<file path="src/rtl/brick_mem_arbiter.sv">
// Arbiter for the single-port brick-health RAM. It shares the RAM between the collision,
// damage and redraw requesters, maps pixel coordinates to cells, and runs the level-load fill.
module brick_mem_arbiter #(
  parameter int COLS       = 20,
  parameter int ROWS       = 8,
  parameter int XSHIFT     = 5,
  parameter int YSHIFT     = 4,
  parameter int ADDR_W     = 8,
  parameter int STARVE_MAX = 4
) (
  input  logic              clk,
  input  logic              resetn,
  input  logic              col_req,
  input  logic [9:0]        col_x,
  input  logic [9:0]        col_y,
  output logic              col_valid,
  output logic [9:0]        col_brickx,
  output logic [9:0]        col_bricky,
  output logic [1:0]        col_health,
  input  logic              dmg_req,
  input  logic [9:0]        dmg_x,
  input  logic [9:0]        dmg_y,
  output logic              dmg_done,
  output logic [1:0]        dmg_health,
  input  logic              drw_req,
  input  logic [9:0]        drw_x,
  input  logic [9:0]        drw_y,
  output logic              drw_valid,
  output logic [1:0]        drw_health,
  input  logic              init_go,
  input  logic [1:0]        init_health,
  output logic              init_busy,
  output logic [ADDR_W-1:0] ram_addr,
  output logic              ram_we,
  output logic [1:0]        ram_wdata,
  input  logic [1:0]        ram_rdata
);

  typedef enum logic [2:0] {S_IDLE, S_RD, S_DATA, S_WR, S_INIT} state_t;
  typedef enum logic [1:0] {ID_COL, ID_DMG, ID_DRW} id_t;

  localparam int                SW         = $clog2(STARVE_MAX + 1);
  localparam logic [9:0]        COLS_W     = 10'(COLS);
  localparam logic [9:0]        ROWS_W     = 10'(ROWS);
  localparam logic [ADDR_W-1:0] LAST_ADDR  = ADDR_W'(ROWS * COLS - 1);
  localparam logic [SW-1:0]     STARVE_LIM = SW'(STARVE_MAX);

  function automatic logic [ADDR_W-1:0] cell_addr(input logic [9:0] x, input logic [9:0] y);
    return ADDR_W'({10'd0, y >> YSHIFT} * {10'd0, COLS_W} + {10'd0, x >> XSHIFT});
  endfunction

  state_t            state_q, state_d;
  id_t               id_q, id_d;
  logic [9:0]        x_q, x_d, y_q, y_d;
  logic [ADDR_W-1:0] addr_q, addr_d;
  logic              we_q, we_d;
  logic [1:0]        wdata_q, wdata_d;
  logic [SW-1:0]     starve_q, starve_d;
  logic [9:0]        col_brickx_q, col_brickx_d, col_bricky_q, col_bricky_d;
  logic [1:0]        col_health_q, col_health_d;
  logic [1:0]        dmg_health_q, dmg_health_d;
  logic [1:0]        drw_health_q, drw_health_d;

  logic              gnt;
  id_t               gnt_id;
  logic [9:0]        gnt_x, gnt_y;
  logic [9:0]        lat_col, lat_row;
  logic              in_field;
  logic [1:0]        rd_health;

  assign lat_col   = x_q >> XSHIFT;
  assign lat_row   = y_q >> YSHIFT;
  assign in_field  = (lat_col < COLS_W) && (lat_row < ROWS_W);
  assign rd_health = in_field ? ram_rdata : 2'd0;

  always_comb begin
    gnt    = 1'b0;
    gnt_id = ID_COL;
    gnt_x  = col_x;
    gnt_y  = col_y;
    if (starve_q == STARVE_LIM && drw_req) begin
      gnt = 1'b1; gnt_id = ID_DRW; gnt_x = drw_x; gnt_y = drw_y;
    end else if (col_req) begin
      gnt = 1'b1; gnt_id = ID_COL; gnt_x = col_x; gnt_y = col_y;
    end else if (dmg_req) begin
      gnt = 1'b1; gnt_id = ID_DMG; gnt_x = dmg_x; gnt_y = dmg_y;
    end else if (drw_req) begin
      gnt = 1'b1; gnt_id = ID_DRW; gnt_x = drw_x; gnt_y = drw_y;
    end
  end

  always_comb begin
    state_d      = state_q;
    id_d         = id_q;
    x_d          = x_q;
    y_d          = y_q;
    addr_d       = addr_q;
    we_d         = 1'b0;
    wdata_d      = '0;
    starve_d     = drw_req ? starve_q : '0;
    col_valid    = 1'b0;
    dmg_done     = 1'b0;
    drw_valid    = 1'b0;
    col_brickx_d = col_brickx_q;
    col_bricky_d = col_bricky_q;
    col_health_d = col_health_q;
    dmg_health_d = dmg_health_q;
    drw_health_d = drw_health_q;
    case (state_q)
      S_IDLE: begin
        if (init_go) begin
          state_d = S_INIT;
          addr_d  = '0;
          we_d    = 1'b1;
          wdata_d = init_health;
        end else if (gnt) begin
          state_d = S_RD;
          id_d    = gnt_id;
          x_d     = gnt_x;
          y_d     = gnt_y;
          addr_d  = cell_addr(gnt_x, gnt_y);
          if (gnt_id == ID_DRW) begin
            starve_d = '0;
          end else if (drw_req && starve_q != STARVE_LIM) begin
            starve_d = starve_q + 1'b1;
          end
        end
      end
      S_RD: state_d = S_DATA;
      S_DATA: begin
        state_d = S_IDLE;
        case (id_q)
          ID_COL: begin
            col_valid    = 1'b1;
            col_health_d = rd_health;
            col_brickx_d = lat_col << XSHIFT;
            col_bricky_d = lat_row << YSHIFT;
          end
          ID_DRW: begin
            drw_valid    = 1'b1;
            drw_health_d = rd_health;
          end
          default: begin
            // Write strobe and data are registered here so they line up with S_WR;
            // a dead or out-of-field brick leaves wdata at 0 and the strobe low.
            state_d = S_WR;
            if (rd_health != 2'd0) begin
              we_d    = 1'b1;
              wdata_d = 2'(rd_health - 2'd1);
            end
          end
        endcase
      end
      S_WR: begin
        state_d      = S_IDLE;
        dmg_done     = 1'b1;
        dmg_health_d = wdata_q;
      end
      S_INIT: begin
        if (addr_q == LAST_ADDR) begin
          state_d = S_IDLE;
        end else begin
          addr_d  = addr_q + 1'b1;
          we_d    = 1'b1;
          wdata_d = wdata_q;
        end
      end
      default: state_d = S_IDLE;
    endcase
  end

  always_ff @(posedge clk) begin
    if (!resetn) begin
      state_q      <= S_IDLE;
      id_q         <= ID_COL;
      x_q          <= '0;
      y_q          <= '0;
      addr_q       <= '0;
      we_q         <= 1'b0;
      wdata_q      <= '0;
      starve_q     <= '0;
      col_brickx_q <= '0;
      col_bricky_q <= '0;
      col_health_q <= '0;
      dmg_health_q <= '0;
      drw_health_q <= '0;
    end else begin
      state_q      <= state_d;
      id_q         <= id_d;
      x_q          <= x_d;
      y_q          <= y_d;
      addr_q       <= addr_d;
      we_q         <= we_d;
      wdata_q      <= wdata_d;
      starve_q     <= starve_d;
      col_brickx_q <= col_brickx_d;
      col_bricky_q <= col_bricky_d;
      col_health_q <= col_health_d;
      dmg_health_q <= dmg_health_d;
      drw_health_q <= drw_health_d;
    end
  end

  // Response data bypasses its hold register during the pulse cycle.
  assign col_brickx = col_brickx_d;
  assign col_bricky = col_bricky_d;
  assign col_health = col_health_d;
  assign dmg_health = dmg_health_d;
  assign drw_health = drw_health_d;
  assign init_busy  = (state_q == S_INIT);
  assign ram_addr   = addr_q;
  assign ram_we     = we_q;
  assign ram_wdata  = wdata_q;

endmodule

</file>
<file path="config.mk">
export PLATFORM = sky130hd
export DESIGN_NAME = brick_mem_arbiter
export DESIGN_NICKNAME = d
export VERILOG_FILES = /design/src/rtl/brick_mem_arbiter.sv
export SDC_FILE = /design/constraint.sdc
export NUM_CORES = 1
export LEC_CHECK = 0
export CAP_MARGIN = 10
export CORE_MARGIN = 2
export CORE_UTILIZATION = 45
export DETAILED_ROUTE_END_ITERATION = 8
export PLACE_DENSITY = 0.82
export REMOVE_ABC_BUFFERS = 1
export SLEW_MARGIN = 10
export SYNTH_ARGS = -nofsm -noshare
export SYNTH_HDL_FRONTEND = slang
export SYNTH_SLANG_ARGS = --single-unit
</file>
<file path="constraint.sdc">
create_clock -name clk -period 12.4 [get_ports clk]
set_input_delay 3.1 -clock clk [delete_from_list [all_inputs] [get_ports clk]]
set_output_delay 3.1 -clock clk [all_outputs]
set_load 0.02 [all_outputs]
</file>
==> impl_table.tex, run 1 <==
\begin{tabular}{lr}
\hline
Metric & Value \\
\hline
\multicolumn{2}{l}{\textbf{Floorplanning}} \\
Horizontal die dimension & $\sim$83 µm \\
Initial core utilization & 47.1\% \\
Floorplan core area & 5990 µm² \\
Die area & about 6900 µm² \\
Io pins & around 110 \\
Std-Cell Rows & 28 \\
DIE HEIGHT & 83.2 µm \\
\multicolumn{2}{l}{\textbf{GRT}} \\
Pin count of the biggest net entering global routing & 35 \\
Global route overflow & 0 \\
Number of global-route vias before repair & 2443 \\
Global-route total usage across every layer & 19.5\% \\
Initial antenna violation count & 0 \\
Global-route wire length before repair & 11200 µm \\
\multicolumn{2}{l}{\textbf{Yosys}} \\
Most frequently used flop master after synthesis & sky130\_fd\_sc\_hd\_\_dfxtp\_1 \\
Count of state elements after synthesis & 56 \\
Portion of synthesized cell area occupied by the leading cell type & about two fifths \\
Post-synth EDFFs & 0 \\
Mean cell area of the mapped netlist & 8.16 µm² \\
Distinct cell type count of the synthesized netlist & 47 \\
Fraction of registers with async set or reset after synthesis & 0\% \\
Sequential cell area fraction in the yosys report & between 30\% and 40\% \\
Area of the mapped netlist & around 2800 µm² \\
Post-synthesis cell type with the largest combined area & sky130\_fd\_sc\_hd\_\_dfxtp\_1 \\
Area contributors post-synth & sky130\_fd\_sc\_hd\_\_dfxtp\_1 40\%, sky130\_fd\_sc\_hd\_\_nand2\_1 7.4\%, sky130\_fd\_sc\_hd\_\_a21oi\_1 5.1\% \\
Syn. warnings & 0 \\
Synth Instances & approximately 350 \\
\multicolumn{2}{l}{\textbf{Timing}} \\
Tcrit/Tclk final & about three fifths \\
Worst-case headroom to the max-slew limit & 34.1\% \\
Number of hold violations in the final report & 0 \\
Final slew viol count & 0 \\
Unrepaired setup endpoints after global routing & no \\
Post-Route Skew & roughly 3.4 ps \\
Final Critical Period & approximately 7700 ps \\
Setup total negative slack & 0 ps \\
Setup violators final & 0 \\
Fmax achieved & approximately 0.13 GHz \\
Worst slew pin tran & 983 ps \\
\multicolumn{2}{l}{\textbf{Worst setup path}} \\
Count of buffer and inverter cells on the critical path & 2 \\
Worst-path cell with the longest stage delay & sky130\_fd\_sc\_hd\_\_clkdlybuf4s50\_1 \\
Crit-path max cell delay & approximately 630 ps \\
Worst path most repeated cell & sky130\_fd\_sc\_hd\_\_clkdlybuf4s50\_1 \\
Biggest fanout along the worst timing path & 4 \\
CP Class & input pin to output pin \\
Cells along the critical path & clkdlybuf4s50\_1, nand2\_1, o21ai\_1, clkdlybuf4s50\_1 \\
Startpoint Class & input pin \\
CP arrival & $\sim$4600 ps \\
Worst path required time & between 9000 and 10000 ps \\
CP Capture Type & output pin \\
Crit-path leading delay family & buffers and inverters \\
\multicolumn{2}{l}{\textbf{Pwr}} \\
Sequential fraction of design power & about 47\% \\
IR drop worst, VDD & roughly 78 µV \\
Internal & 0.299 mW \\
Leakage power of the design & about 1.6 nW \\
Switching power & between 0.1 and 0.15 mW \\
Clock power share & between 20\% and 30\% \\
Combinational power share & around a quarter \\
Switching share of total power & between 20\% and 30\% \\
PD cells & around 110 nW/µm² \\
\multicolumn{2}{l}{\textbf{Finish}} \\
Layout fillers & about 520 \\
Number of nets in the layout & 500 \\
ANT cells & 0 \\
Count of placed standard cells in the final layout, fillers left out & between 400 and 500 \\
Fraction of final layout cells with drive strength greater than 1 & between 4 and 5\% \\
Commonest non-fill, non-tap cell in the layout & sky130\_fd\_sc\_hd\_\_clkdlybuf4s50\_1 \\
Area growth syn-to-layout & 34.2\% \\
Commonest non-fill, non-tap cells in the layout & 83 x sky130\_fd\_sc\_hd\_\_clkdlybuf4s50\_1, 56 x sky130\_fd\_sc\_hd\_\_nand2\_1, 56 x sky130\_fd\_sc\_hd\_\_dfxtp\_1 \\
\multicolumn{2}{l}{\textbf{Place}} \\
Count of input and output buffers & 83 \\
HPWL after detailed placement & 5120 µm \\
Placed insts & roughly 500 \\
Final weighted congestion in routability-driven placement & approximately 0.87 \\
\multicolumn{2}{l}{\textbf{Clocking}} \\
Num CTS Buffers & 5 \\
Maximum number of buffers from clock root to sink & 2 \\
Buffers inserted during post-CTS setup optimization & 0 \\
Post-CTS sizing & 0 \\
H-tree depth & 2 \\
Clock latency reported for the late side of the worst-skew pair & slightly above 300 ps \\
Number of sinks handled by clock tree synthesis & 56 \\
Clock slew at the register clock pins of the worst setup and hold paths & about 100 ps \\
Clk root buf & sky130\_fd\_sc\_hd\_\_clkbuf\_8 \\
Total of hold buffers inserted after clock tree synthesis & 0 \\
TritonCTS clock tree & built \\
\multicolumn{2}{l}{\textbf{Hold path}} \\
Class of the worst hold path & flop to flop \\
\multicolumn{2}{l}{\textbf{Detailed routing}} \\
Iter 0 DRT Violations & about 170 \\
Number of vias per cell & 5.29 \\
Antenna-violating nets left & 0 \\
Wirelength per Cell & between 10 and 15 µm \\
Residual DRC & 0 \\
WL final & between 6000 and 7000 µm \\
Routed via count & between 2k and 3k \\
First-pass iteration count of the detailed router & 5 \\
\multicolumn{2}{l}{\textbf{Flow run}} \\
Max-cap violation count & 0 \\
\multicolumn{2}{l}{\textbf{Outcome}} \\
Result of the run & finished, final reports clean \\
\hline
\end{tabular}
[per-layer routing]
layer | wire length, µm | track usage, % | share of wire, %
met5 | 0 | 0 | 0
met4 | 116 | 5.51 | 1.7
met3 | 251 | 4.57 | 3.7
met2 | 3270 | 33.3 | 48
met1 | 3230 | 24.5 | 47
[Yosys cell counts, types with 2 or more instances]
| cell | count |
|---|---|
| sky130_fd_sc_hd__nand2_1 | 56 |
| sky130_fd_sc_hd__a21oi_1 | 29 |
| sky130_fd_sc_hd__nor2b_1 | 10 |
| sky130_fd_sc_hd__xor2_1 | 4 |
| sky130_fd_sc_hd__and2_1 | 10 |
| sky130_fd_sc_hd__a211oi_1 | 13 |
| sky130_fd_sc_hd__a32oi_1 | 2 |
| sky130_fd_sc_hd__o21a_1 | 2 |
| sky130_fd_sc_hd__nor3b_1 | 4 |
| sky130_fd_sc_hd__mux2_2 | 3 |
| sky130_fd_sc_hd__and3_1 | 11 |
| sky130_fd_sc_hd__a222oi_1 | 10 |
| sky130_fd_sc_hd__fa_1 | 2 |
| sky130_fd_sc_hd__o21ai_1 | 4 |
| sky130_fd_sc_hd__inv_2 | 2 |
| sky130_fd_sc_hd__nand4_1 | 2 |
| sky130_fd_sc_hd__a21boi_1 | 2 |
| sky130_fd_sc_hd__dfxtp_1 | 56 |
| sky130_fd_sc_hd__inv_1 | 16 |
| sky130_fd_sc_hd__clkbuf_1 | 18 |
| sky130_fd_sc_hd__ha_1 | 10 |
| sky130_fd_sc_hd__nand2b_1 | 4 |
| sky130_fd_sc_hd__xnor2_1 | 2 |
| sky130_fd_sc_hd__o21ai_0 | 8 |
| sky130_fd_sc_hd__nor2_1 | 28 |
| sky130_fd_sc_hd__nand3_1 | 5 |
| sky130_fd_sc_hd__nand3b_1 | 4 |
| sky130_fd_sc_hd__nor3_1 | 10 |
[area by class of cell]
cell class              instances  area, µm²  share of cell area [%]
clock buffers                   6       72.6                    1.92
multi-input cells             252       1550                    41.0
repair buffers                 84        838                    22.1
well taps                      75       93.8                    2.48
flip-flops and latches         56       1120                    29.6
clock inverters                 2       38.8                    1.02
inverters                      19       71.3                    1.88
[metrics by stage]
stage | utilization (%) | hold WS, ps | total power [mW] | setup WS (ps) | area [µm²]
global placement | 61.4 | 449 | 0.298 | 4740 | 3680
finish | 63.2 | 467 | 0.419 | 4720 | 3790
detailed placement | 61.4 | 453 | 0.301 | 4730 | 3680
CTS | 63.2 | 468 | 0.422 | 4730 | 3790
floorplan | - | 437 | 0.260 | 5770 | 2750
global route | 63.2 | 480 | 0.441 | 4660 | 3790
[kinds of logic (layout without fill, tap and decap cells)]
| kind of cell | count (synthesis) | count (layout) | synth area share (%) |
|---|---|---|---|
| DFF | 56 | 56 | 39.7 |
| and+or+nand+nor | 151 | 151 | 26.2 |
| muxes | 3 | 3 | 1.20 |
| buffers and inverters | 38 | 111 | 5.32 |
| AOI/OAI and AO/OA | 79 | 79 | 19.1 |
| xor gates and xnor gates | 7 | 7 | 2.66 |
| adders and majority gates | 12 | 12 | 5.85 |
[path summary, 6_finish.rpt]
check | from | to | slack (ps) | depth (start not counted)
worst max-delay path | ram_rdata[1] | drw_health[1] | 4720 | 4
worst min-delay path | col_bricky_q[7] | col_bricky_q[7] | 470 | 2
worst max register to register | starve_q[0] | ram_addr[7] | 8100 | 16
worst min register to register | col_bricky_q[7] | col_bricky_q[7] | 470 | 2
[registers in the layout (all words and copies together), names as in the netlist]
| signal | count |
|---|---|
| col_brickx_q | 10 |
| col_bricky_q | 10 |
| ram_addr | 8 |
| y_q | 6 |
| x_q | 5 |
| starve_q | 3 |
| state_q | 3 |
| col_health_q | 2 |
| dmg_health_q | 2 |
| drw_health_q | 2 |
| id_q | 2 |
| ram_wdata | 2 |
| ram_we | 1 |
[power groups by stage]
stage | Clock (mW) | Sequential (mW) | Combinational (mW)
finish | 0.122 | 0.197 | 0.100
CTS | 0.125 | 0.197 | 0.100
global placement | 0 | 0.201 | 0.0972
detailed placement | 0 | 0.201 | 0.0994
global route | 0.132 | 0.199 | 0.111
floorplan | 0 | 0.204 | 0.0563
[tightest hold or removal path, delay by kind of cell (launching register included)]
family             cells  cell delay, ps
AOI/OAI and AO/OA      1              60
DFF                    1             310
and+or+nand+nor        1              60
No activity file was read; power rests on OpenSTA's default activity.
==> run 2: changes to the inputs <==
--- a/config.mk
+++ b/config.mk
@@ -7,9 +7,9 @@
 export LEC_CHECK = 0
 export CAP_MARGIN = 10
 export CORE_MARGIN = 2
-export CORE_UTILIZATION = 45
+export CORE_UTILIZATION = 39
 export DETAILED_ROUTE_END_ITERATION = 8
-export PLACE_DENSITY = 0.82
+export PLACE_DENSITY = 0.76
 export REMOVE_ABC_BUFFERS = 1
 export SLEW_MARGIN = 10
 export SYNTH_ARGS = -nofsm -noshare
==> constraint.sdc (replaced) <==
create_clock -name clk -period 7 [get_ports clk]
set_input_delay 1.75 -clock clk [delete_from_list [all_inputs] [get_ports clk]]
set_output_delay 1.75 -clock clk [all_outputs]
set_load 0.02 [all_outputs]
==> run 2 against run 1 <==
Net effect:
- die area grew 15%
- wire length grew 4.0%
- clock skew grew 3.9 ps
- first-iteration DRC count grew 24%
- cell area grew 0.30%
- register-to-register slack lost 5000 ps
==> impl_table.tex, run 2 (synthesis gave the netlist of run 1 again) <==
\begin{tabular}{lr}
\hline
Metric & Value \\
\hline
\multicolumn{2}{l}{\textbf{Outcome}} \\
Result of the run & finished, final reports clean (unchanged) \\
\multicolumn{2}{l}{\textbf{Clocking}} \\
Total of hold buffers inserted after clock tree synthesis & 0 (unchanged) \\
TritonCTS clock tree & built (unchanged) \\
Clock slew at the register clock pins of the worst setup and hold paths & 90 ps (was 100 ps) \\
Maximum number of buffers from clock root to sink & 2 (unchanged) \\
Clk root buf & sky130\_fd\_sc\_hd\_\_clkbuf\_8 (unchanged) \\
H-tree depth & 2 (unchanged) \\
Buffers inserted during post-CTS setup optimization & 0 (unchanged) \\
Num CTS Buffers & 5 (unchanged) \\
Clock latency reported for the late side of the worst-skew pair & 310 ps (about the same) \\
Post-CTS sizing & 0 (unchanged) \\
Number of sinks handled by clock tree synthesis & 56 (unchanged) \\
\multicolumn{2}{l}{\textbf{Timing}} \\
Worst hold margin & 466 ps (was 467 ps) \\
Final slew viol count & 0 (unchanged) \\
Fmax achieved & between 0.15 and 0.2 GHz \\
Final Critical Period & between 5000 and 6000 ps \\
Worst-case headroom to the max-slew limit & 34.3\% (was 34.1\%) \\
Unrepaired setup endpoints after global routing & no (unchanged) \\
Post-Route Skew & 7.28 ps (was 3.35 ps) \\
Worst slew pin tran & 979 ps (was 983 ps) \\
Worst setup slack after layout & 1700 ps (was 4720 ps) \\
Setup total negative slack & 0 ps (unchanged) \\
Number of hold violations in the final report & 0 (unchanged) \\
Setup violators final & 0 (unchanged) \\
Tcrit/Tclk final & 75.7\% \\
\multicolumn{2}{l}{\textbf{Floorplanning}} \\
Initial core utilization & 39.6\% (was 47.1\%) \\
Horizontal die dimension & 89.1 µm (was 83.2 µm) \\
DIE HEIGHT & 89.1 µm (was 83.2 µm) \\
Std-Cell Rows & 31 (was 28) \\
Floorplan core area & 7140 µm² (was 5990 µm²) \\
Die area & 7940 µm² (was 6920 µm²) \\
Io pins & 111 (unchanged) \\
\multicolumn{2}{l}{\textbf{Finish}} \\
Final standard cell area without fillers & 3800 µm² (was 3790 µm²) \\
Area growth syn-to-layout & 34.6\% (was 34.2\%) \\
Fraction of final layout cells with drive strength greater than 1 & 4.29\% (was 4.30\%) \\
ANT cells & 0 (unchanged) \\
Commonest non-fill, non-tap cell in the layout & sky130\_fd\_sc\_hd\_\_clkdlybuf4s50\_1 (unchanged) \\
Number of nets in the layout & 501 (was 500) \\
Count of placed standard cells in the final layout, fillers left out & 519 (was 494) \\
Commonest non-fill, non-tap cells in the layout & 83 x sky130\_fd\_sc\_hd\_\_clkdlybuf4s50\_1, 56 x sky130\_fd\_sc\_hd\_\_nand2\_1, 56 x sky130\_fd\_sc\_hd\_\_dfxtp\_1 (unchanged) \\
Final design utilization & 53.2\% (was 63.2\%) \\
\multicolumn{2}{l}{\textbf{Worst setup path}} \\
Critical R2R Launch & starve\_q[0] (unchanged) \\
Startpoint Class & input pin (unchanged) \\
Reg2reg end & ram\_addr[7] (unchanged) \\
CP arrival & 5520 ps (was 4580 ps) \\
Worst path required time & 7220 ps (was 9300 ps) \\
CP Class & input pin to flop (was input pin to output pin) \\
Setup slack of the most critical reg-to-reg path & 3090 ps (was 8100 ps) \\
CP Capture Type & flop (was output pin) \\
Biggest fanout along the worst timing path & 11 (was 4) \\
Cells on worst reg2reg path & 16 (unchanged) \\
Startpoint of the worst setup timing path & col\_req (was ram\_rdata[1]) \\
\multicolumn{2}{l}{\textbf{Hold path}} \\
Worst hold path cell count & 2 (unchanged) \\
Worst hold endpoint & x\_q[5] (was col\_bricky\_q[7]) \\
Start point of the worst hold path & x\_q[5] (was col\_bricky\_q[7]) \\
Class of the worst hold path & flop to flop (unchanged) \\
\multicolumn{2}{l}{\textbf{Place}} \\
Placed insts & 511 (was 486) \\
Final weighted congestion in routability-driven placement & 0.814 (was 0.873) \\
Setup Slack @ Placement & 1410 ps (was 4730 ps) \\
Count of input and output buffers & 83 (unchanged) \\
Placed cell areas & 3710 µm² (was 3680 µm²) \\
HPWL after detailed placement & 5280 µm (was 5120 µm) \\
\multicolumn{2}{l}{\textbf{Detailed routing}} \\
Number of vias per cell & 5.22 (was 5.29) \\
Routed via count & 2711 (was 2612) \\
Wirelength per Cell & 13.8 µm (was 13.9 µm) \\
Residual DRC & 0 (unchanged) \\
First-pass iteration count of the detailed router & 6 (was 5) \\
WL final & 7140 µm (was 6870 µm) \\
Antenna-violating nets left & 0 (unchanged) \\
Iter 0 DRT Violations & 215 (was 173) \\
\multicolumn{2}{l}{\textbf{Pwr}} \\
Switching power & 0.209 mW (was 0.120 mW) \\
Clock power share & 24.5\% (was 29.0\%) \\
Combinational power share & 25.7\% (was 24.0\%) \\
IR drop worst, VDD & 94.8 µV (was 77.7 µV) \\
PD cells & 185 nW/µm² (was 111 nW/µm²) \\
Switching share of total power & 29.7\% (was 28.7\%) \\
Total design power & 0.702 mW (was 0.419 mW) \\
Internal & 0.494 mW (was 0.299 mW) \\
Leakage power of the design & 1.54 nW (was 1.55 nW) \\
Sequential fraction of design power & 49.8\% (was 47.1\%) \\
\multicolumn{2}{l}{\textbf{GRT}} \\
Global-route total usage across every layer & 18.7\% (was 19.5\%) \\
Number of global-route vias before repair & 2485 (was 2443) \\
Global route overflow & 0 (unchanged) \\
Pin count of the biggest net entering global routing & 35 (unchanged) \\
Global-route wire length before repair & 11700 µm (was 11200 µm) \\
Initial antenna violation count & 0 (unchanged) \\
\multicolumn{2}{l}{\textbf{Flow run}} \\
Max-cap violation count & 0 (unchanged) \\
\hline
\end{tabular}
run 2: how the worst max path moves through the flow:
stage | end | slack (ps) | cells past startpoint
2_1_floorplan | ram_addr[7] | 2200 | 14
3_5_place_dp | ram_addr[7] | 1410 | 15
6_report | ram_addr[7] | 1700 | 15
5_1_grt | ram_addr[7] | 1420 | 15
3_3_place_gp | ram_addr[7] | 1460 | 15
4_1_cts | ram_addr[7] | 1680 | 15
run 2: final cells by class:
type / instances / area (µm²)
repair buffers: 85 / 846
well taps: 99 / 124
flip-flops and latches: 56 / 1120
clock inverters: 1 / 8.76
multi-input cells: 252 / 1550
clock buffers: 7 / 76.3
inverters: 19 / 71.3
fillers: 701 / 3340
run 2: power groups by stage:
| stage | sequential, mW | clock (mW) | combinational (mW) |
|---|---|---|---|
| 2_1_floorplan | 0.361 | 0 | 0.0998 |
| 3_3_place_gp | 0.356 | 0 | 0.175 |
| 6_report | 0.350 | 0.172 | 0.181 |
| 4_1_cts | 0.350 | 0.175 | 0.181 |
| 3_5_place_dp | 0.357 | 0 | 0.179 |
| 5_1_grt | 0.352 | 0.190 | 0.200 |
run 2: critical path: stages:
cell                              delay (ps)
sky130_fd_sc_hd__clkdlybuf4s50_1         510
sky130_fd_sc_hd__and2b_1                 210
sky130_fd_sc_hd__and2_1                  300
sky130_fd_sc_hd__a222oi_1                540
sky130_fd_sc_hd__inv_1                    90
sky130_fd_sc_hd__ha_1                    290
sky130_fd_sc_hd__ha_1                    210
sky130_fd_sc_hd__inv_1                    80
sky130_fd_sc_hd__fa_1                    460
sky130_fd_sc_hd__nand3b_1                180
sky130_fd_sc_hd__o21ai_0                 200
sky130_fd_sc_hd__xnor2_1                 150
sky130_fd_sc_hd__xnor3_1                 230
sky130_fd_sc_hd__o221a_1                 230
sky130_fd_sc_hd__nor2_1                   80
run 2: routing by layer:
| layer | vias to the layer above | share of wire, % | global-route usage, % |
|---|---|---|---|
| met5 | - | 0 | 0 |
| met2 | 77 | 50 | 31.3 |
| met4 | 0 | 1.4 | 6.11 |
| li1 | 1348 | - | - |
| met3 | 10 | 4.7 | 3.23 |
| met1 | 1276 | 44 | 24.3 |
